$ cat src/rtl/serial_magcomp.sv
// Bit-serial unsigned magnitude comparator: operands arrive LSB-first, one bit pair per
// accepted beat; registered one-hot AGB/AEB/ALB flags update with a one-cycle DONE pulse.
module serial_magcomp #(
  parameter int unsigned WIDTH = 8
) (
  input  logic clk,
  input  logic rst,
  input  logic START,
  input  logic BIT_VALID,
  input  logic A_BIT,
  input  logic B_BIT,
  output logic BUSY,
  output logic DONE,
  output logic AGB,
  output logic AEB,
  output logic ALB
);

  localparam int unsigned CW = (WIDTH > 1) ? $clog2(WIDTH) : 1;

  localparam logic [0:0] IDLE  = 1'b0;
  localparam logic [0:0] SHIFT = 1'b1;

  localparam logic [1:0] REL_EQ = 2'd0;
  localparam logic [1:0] REL_GT = 2'd1;
  localparam logic [1:0] REL_LT = 2'd2;

  logic [0:0]    state;
  logic [CW-1:0] cnt;
  logic [1:0]    rel;
  logic [1:0]    rel_next;
  logic          last;

  // A later (more significant) differing bit always overrides the running relation.
  always_comb begin
    rel_next = rel;
    if (A_BIT && !B_BIT)
      rel_next = REL_GT;
    else if (!A_BIT && B_BIT)
      rel_next = REL_LT;
  end

  assign last = (cnt == CW'(WIDTH - 1));
  assign BUSY = (state == SHIFT);

  always_ff @(posedge clk or posedge rst) begin
    if (rst) begin
      state <= IDLE;
      cnt   <= '0;
      rel   <= REL_EQ;
      DONE  <= 1'b0;
      AGB   <= 1'b0;
      AEB   <= 1'b1;
      ALB   <= 1'b0;
    end else begin
      DONE <= 1'b0;
      case (state)
        IDLE: begin
          if (START) begin
            state <= SHIFT;
            cnt   <= '0;
            rel   <= REL_EQ;
          end
        end
        SHIFT: begin
          if (BIT_VALID) begin
            rel <= rel_next;
            if (last) begin
              // Counter is cleared instead of incremented so it never wraps.
              cnt   <= '0;
              state <= IDLE;
              DONE  <= 1'b1;
              AGB   <= (rel_next == REL_GT);
              AEB   <= (rel_next == REL_EQ);
              ALB   <= (rel_next == REL_LT);
            end else begin
              cnt <= cnt + CW'(1);
            end
          end
        end
        default: state <= IDLE;
      endcase
    end
  end

endmodule

$ cat config.mk
export PLATFORM = sky130hd
export DESIGN_NAME = serial_magcomp
export DESIGN_NICKNAME = d
export VERILOG_FILES = /design/src/rtl/serial_magcomp.sv
export SDC_FILE = /design/constraint.sdc
export NUM_CORES = 1
export LEC_CHECK = 0
export CAP_MARGIN = 10
export CORE_AREA = 2 2 40 42
export DETAILED_ROUTE_END_ITERATION = 12
export DIE_AREA = 0 0 42 44
export SYNTH_ARGS = -nofsm -noshare
export SYNTH_HDL_FRONTEND = slang
export SYNTH_SLANG_ARGS = --single-unit
$ cat constraint.sdc
create_clock -name clk -period 2.2 [get_ports clk]
set_input_delay 0.33 -clock clk [delete_from_list [all_inputs] [get_ports clk]]
set_output_delay 0.33 -clock clk [all_outputs]
set_load 0.02 [all_outputs]
# --- After elaboration in Yosys (flattened, before gate mapping) ---
# Cells that the tools add are included.
word_totals:
  ff_bits: 10
  in_bits: 6
  output_inout_bits: 5
op_classes:
  addsub: 1
  n_eq_ne: 5
  n_mux: 16
  bitwise_logic: 1
  n_reduce_logical: 7
op_table:
  columns: ["operator", "n"]
  rows:
  - ["3-bit 2-to-1 mux", 3]
  - ["2-bit 2-to-1 mux", 4]
  - ["1-bit 2-to-1 mux", 6]
  - ["3-bit case mux with 2 select lines", 1]
  - ["2-bit != test (second input constant)", 2]
  - ["2-bit case mux with 2 select lines", 1]
  - ["3-bit by 1-bit adder with 3-bit output (second input constant)", 1]
  - ["3-bit equality test (second input constant)", 1]
  - ["3-bit AND reduction", 1]
  - ["2-bit by 1-bit equality test with 1-bit output (second input constant)", 1]
  - ["2-bit equality test (second input constant)", 1]
  - ["1-bit logical AND", 2]
  - ["1-bit logical NOT", 2]
  - ["2-bit logical NOT", 1]
  - ["1-bit case mux with 2 select lines", 1]
  - ["2-bit AND reduction", 1]
  - ["1-bit NOT", 1]

# --- Depth between registers and ports, before layout ---
depth:
  ltp_word: 6
  ltp_mapped: 5
  mapped_depth_nobuf: 5

# --- Worst setup path after synthesis ---
# OpenSTA, ideal clock, no wires.
synth_path:
  kind: "register -> register"
  start: "register cnt[0]"
  end: "register cnt[1]"
  arrival_ns: 1.111
  required_time_ns: 2.079
  path_slack_ns: 0.968
  stages_incl_launch_ff: 4
  synth_period_minus_slack_ns: 1.232
  cell_sequence: "dfrtp_1 > ha_1 > mux2_1 > a22o_1"
synth_between:
  elab_chain_len: 4
  elab_cells_between_ends: 5
  classes_between: "add/sub (1); eq/ne (1); mux (3)"
synth_rtl:
  columns: ["element", "line_no", "source"]
  rows:
  - ["from (decl)", "29", "logic [CW-1:0] cnt;"]
  - ["from (signal assigned)", "77", "cnt <= cnt + CW'(1);"]
  - ["3-bit by 1-bit adder with 3-bit output / 3-bit equality test (equally long branches)", "77, 43", null]
  - ["3-bit 2-to-1 mux *", "68", "if (last) begin"]
  - ["3-bit 2-to-1 mux *", "66", "if (BIT_VALID) begin"]
  - ["3-bit case mux with 2 select lines *", "57", "case (state)"]
# Every way passes the cells marked *; elsewhere a longest branch is shown, timed or not. The select of a mux whose other input is x is not followed.
# A chain may end at the register's enable or synchronous reset.

# --- Worst setup path after layout ---
layout_path:
  start: "register state (netlist: BUSY)"
  end: "output BUSY"
layout_rtl:
  columns: ["element", "line_no", "source"]
  rows:
  - ["from (decl)", "28", "logic [0:0] state;"]
  - ["from (signal assigned)", "48", "state <= IDLE;"]
  - ["from (signal assigned)", "60", "state <= SHIFT;"]
  - ["from (signal assigned)", "71", "state <= IDLE;"]
  - ["to (decl)", "12", "output logic BUSY,"]
# No word-level cell between the ends.

==> metrics.md <==
| Metric | Value |
|---|---|
| Outcome | `complete, no violations` |
| Mapped cell area | `about 540 um^2` |
| DRC Markers | `0` |
| Yosys cell types | `24` |
| Worst Path Max Fanout | `11` |
| Clock transition at path regs | `around 70 ps` |
| Post-DP HPWL | `681 um` |
| DR pass1 iterations | `4` |
| Final Setup Violations | `0` |
| Final period util | `83.4%` |
| Setup TNS | `0 ps` |
| Area occupied by registers | `between 200 and 300 um^2` |
| Worst path depth | `1` |
| CP Launch Type | `flip-flop` |
| Max_slew headroom | `74.1%` |
| Max incr delay on CP | `between 600 and 700 ps` |
| GRT Util Overall | `12.0%` |
| Clk_lat worst skew | `between 200 and 300 ps` |
| Largest net degree at the start of global routing | `12` |
| Die width | `between 40 and 50 um` |
| R2R cell count | `3` |
| P per Cell Area | `1180 nW/um^2` |
| CP bufs+invs | `1` |
| Worst path top cell family by delay | `buffers and inverters` |
| P&R area growth vs syn | `24.8%` |
| Measured slew at the worst slew-check pin | `slightly below 400 ps` |
| RSZ-0062 raised after global routing | `false` |
| Most common cell after layout, fill and taps aside | `clkdlybuf4s50_1` |
| Syn_area_per_cell | `just over 10 um^2` |
| CTS root buf | `clkbuf_4` |
| Post-CTS Setup Repair Bufs | `0` |
| Final core utilization | `a little under half` |
| WP data required | `~1900 ps` |
| Number of global-route vias before repair | `352` |
| Yosys Warn Count | `0` |
| Fin nets | `74` |
| Initial core utilization | `38.0%` |
| Crit Path Class | `flip-flop to primary output` |
| Time the worst path needs with I/O delays and setup | `around 1800 ps` |
| Post-CTS sizing | `0` |
| Full die area | `approximately 1800 um^2` |
| Clock Sinks | `10` |
| FF-to-FF End | `cnt[1]` |
| Reg power frac | `between 40% and 50%` |
| Cell internal pwr | `between 500 and 600 uW` |
| Final Hold Viols | `0` |
| Fillers | `about 130` |
| Setup crit end kind | `primary output` |
| Max cap viols | `0` |
| Comb pwr share | `between 30 and 40%` |
| Initial antenna violation count | `0` |
| Row cnt | `14` |
| Worst VDD drop | `between 0.5 and 0.6 mV` |
| Num ports | `11` |
| Final ANT Viol Nets | `0` |
| Hold WC Path Type | `input pin to async pin` |
| Share of layout cells above drive strength 1 | `about an eighth` |
| # port buffers | `10` |
| Clock power frac | `about a fifth` |
| Clk buf depth | `2` |
| Clk_skew | `roughly 2.8 ps` |
| RePlAce Congestion | `slightly above 0.7` |
| Reg2reg start | `cnt[0]` |
| Yosys reg bits | `10` |
| First-pass GRT wire length | `1580 um` |
| WL final | `917 um` |
| Vias | `between 400 and 500` |
| R2R setup slack | `about 920 ps` |
| Footprint of the multi-input gates | `roughly 250 um^2` |
| Static leakage | `about 0.00032 uW` |
| P_sw | `274 uW` |
| Die height | `roughly 44 um` |
| H-tree depth | `1` |
| Highest-count cells in the layout ignoring fill and taps | `clkdlybuf4s50_1 (10), dfrtp_1 (9), nand2_1 (6)` |
| TritonCTS clock tree | `yes` |
| CTS Buf Count | `3` |
| Switching share of power | `between 30% and 40%` |
| CP cell instances | `clkdlybuf4s50_1` |
| 1st-iter DRT viols | `6` |
| Cts hold-fix bufs | `0` |
| Grt ovf | `0` |
| Syn_nets | `61` |
| Antenna cells | `0` |
| Worst path slowest cell | `clkdlybuf4s50_1` |
| Fmax | `approximately 0.55 GHz` |
| CP endpoint | `BUSY` |
| WL/cell | `11.5 um` |
| CORE AREA | `around 1400 um^2` |
| Mapped Cells | `52` |
| CP arrival | `around 1500 ps` |
| CP startpoint | `BUSY` |
| Via density per instance | `5.03` |
| Sequential fraction of the synthesis area | `46.6%` |
| Final Max Tran Viols | `0` |
-- cell usage after synthesis --
master	number	area, um^2
a21oi_1	3	15.0
a22o_1	2	17.5
and2b_2	1	8.76
and3_1	1	6.26
buf_6	2	22.5
dfrtp_1	9	225
dfstp_2	1	26.3
ha_1	3	37.5
inv_1	3	11.3
mux2_1	1	11.3
mux2i_1	2	20.0
nand2_1	6	22.5
nand2b_1	1	6.26
nand3_1	3	15.0
nand3_2	1	10.0
nor2_1	3	11.3
nor2b_1	2	12.5
nor2b_4	1	13.8
o211ai_1	1	7.51
o21ai_0	1	5.00
o21ai_1	1	5.00
o22ai_1	1	6.26
o31ai_1	2	15.0
or4_1	1	7.51
-- layout make-up --
class / count / area share, %
flip-flops and latches: 10 / 37.4
repair buffers: 10 / 14.9
inverters: 3 / 1.67
multi-input cells: 37 / 37.7
well taps: 16 / 2.97
clock buffers: 4 / 5.39
-- power by group through the flow --
stage                     clock network (uW)  registers (uW)  logic [uW]
after floorplan                            0             354         186
after global placement                     0             336         298
after detailed placement                   0             341         297
after CTS                                171             336         302
after global routing                     181             347         334
final                                    164             336         295
-- sequential cells by signal, indices dropped and copies added (netlist names) --
register	count
AEB	1
BUSY	1
AGB	1
rel	2
ALB	1
DONE	1
cnt	3
-- logic make-up (layout without fill, tap and decap cells) --
group           after synthesis  count (layout)  share of synthesized area (%)
compound gates               11              11                           13.2
fa+ha+maj                     3               3                           6.96
buf+inv                       5              17                           6.26
flops                        10              10                           46.6
mux                           3               3                           5.80
simple gates                 20              20                           21.1
-- worst min-delay path by stage --
stage,endpoint,start,slack (ps),cells after the start
floorplan,AGB,rst,170,1
global placement,AEB,AEB,460,2
detailed placement,AEB,AEB,450,2
CTS,AGB,rst,360,2
global route,AGB,rst,370,2
finish,AGB,rst,340,2
-- routing by layer --
layer	routed length, um	track usage (%)	part of all wire (%)	up-vias
li1	-	-	-	205
met1	415	15.0	45	187
met2	440	16.9	48	10
met3	61	7.50	6.7	0
met4	0	3.87	0	0
met5	0	0	0	-
-- stage by stage --
stage                     std cells  total power (uW)  area, um^2  setup slack [ps]  hold WS [ps]
after floorplan                  52               540         539               968           169
after global placement           76               634         637               531           460
after detailed placement         76               638         637               522           455
after CTS                        80               809         673               354           358
after global routing             80               862         673               293           370
final                            80               795         673               365           343
Note: power is estimated with default switching activity, not from simulation.
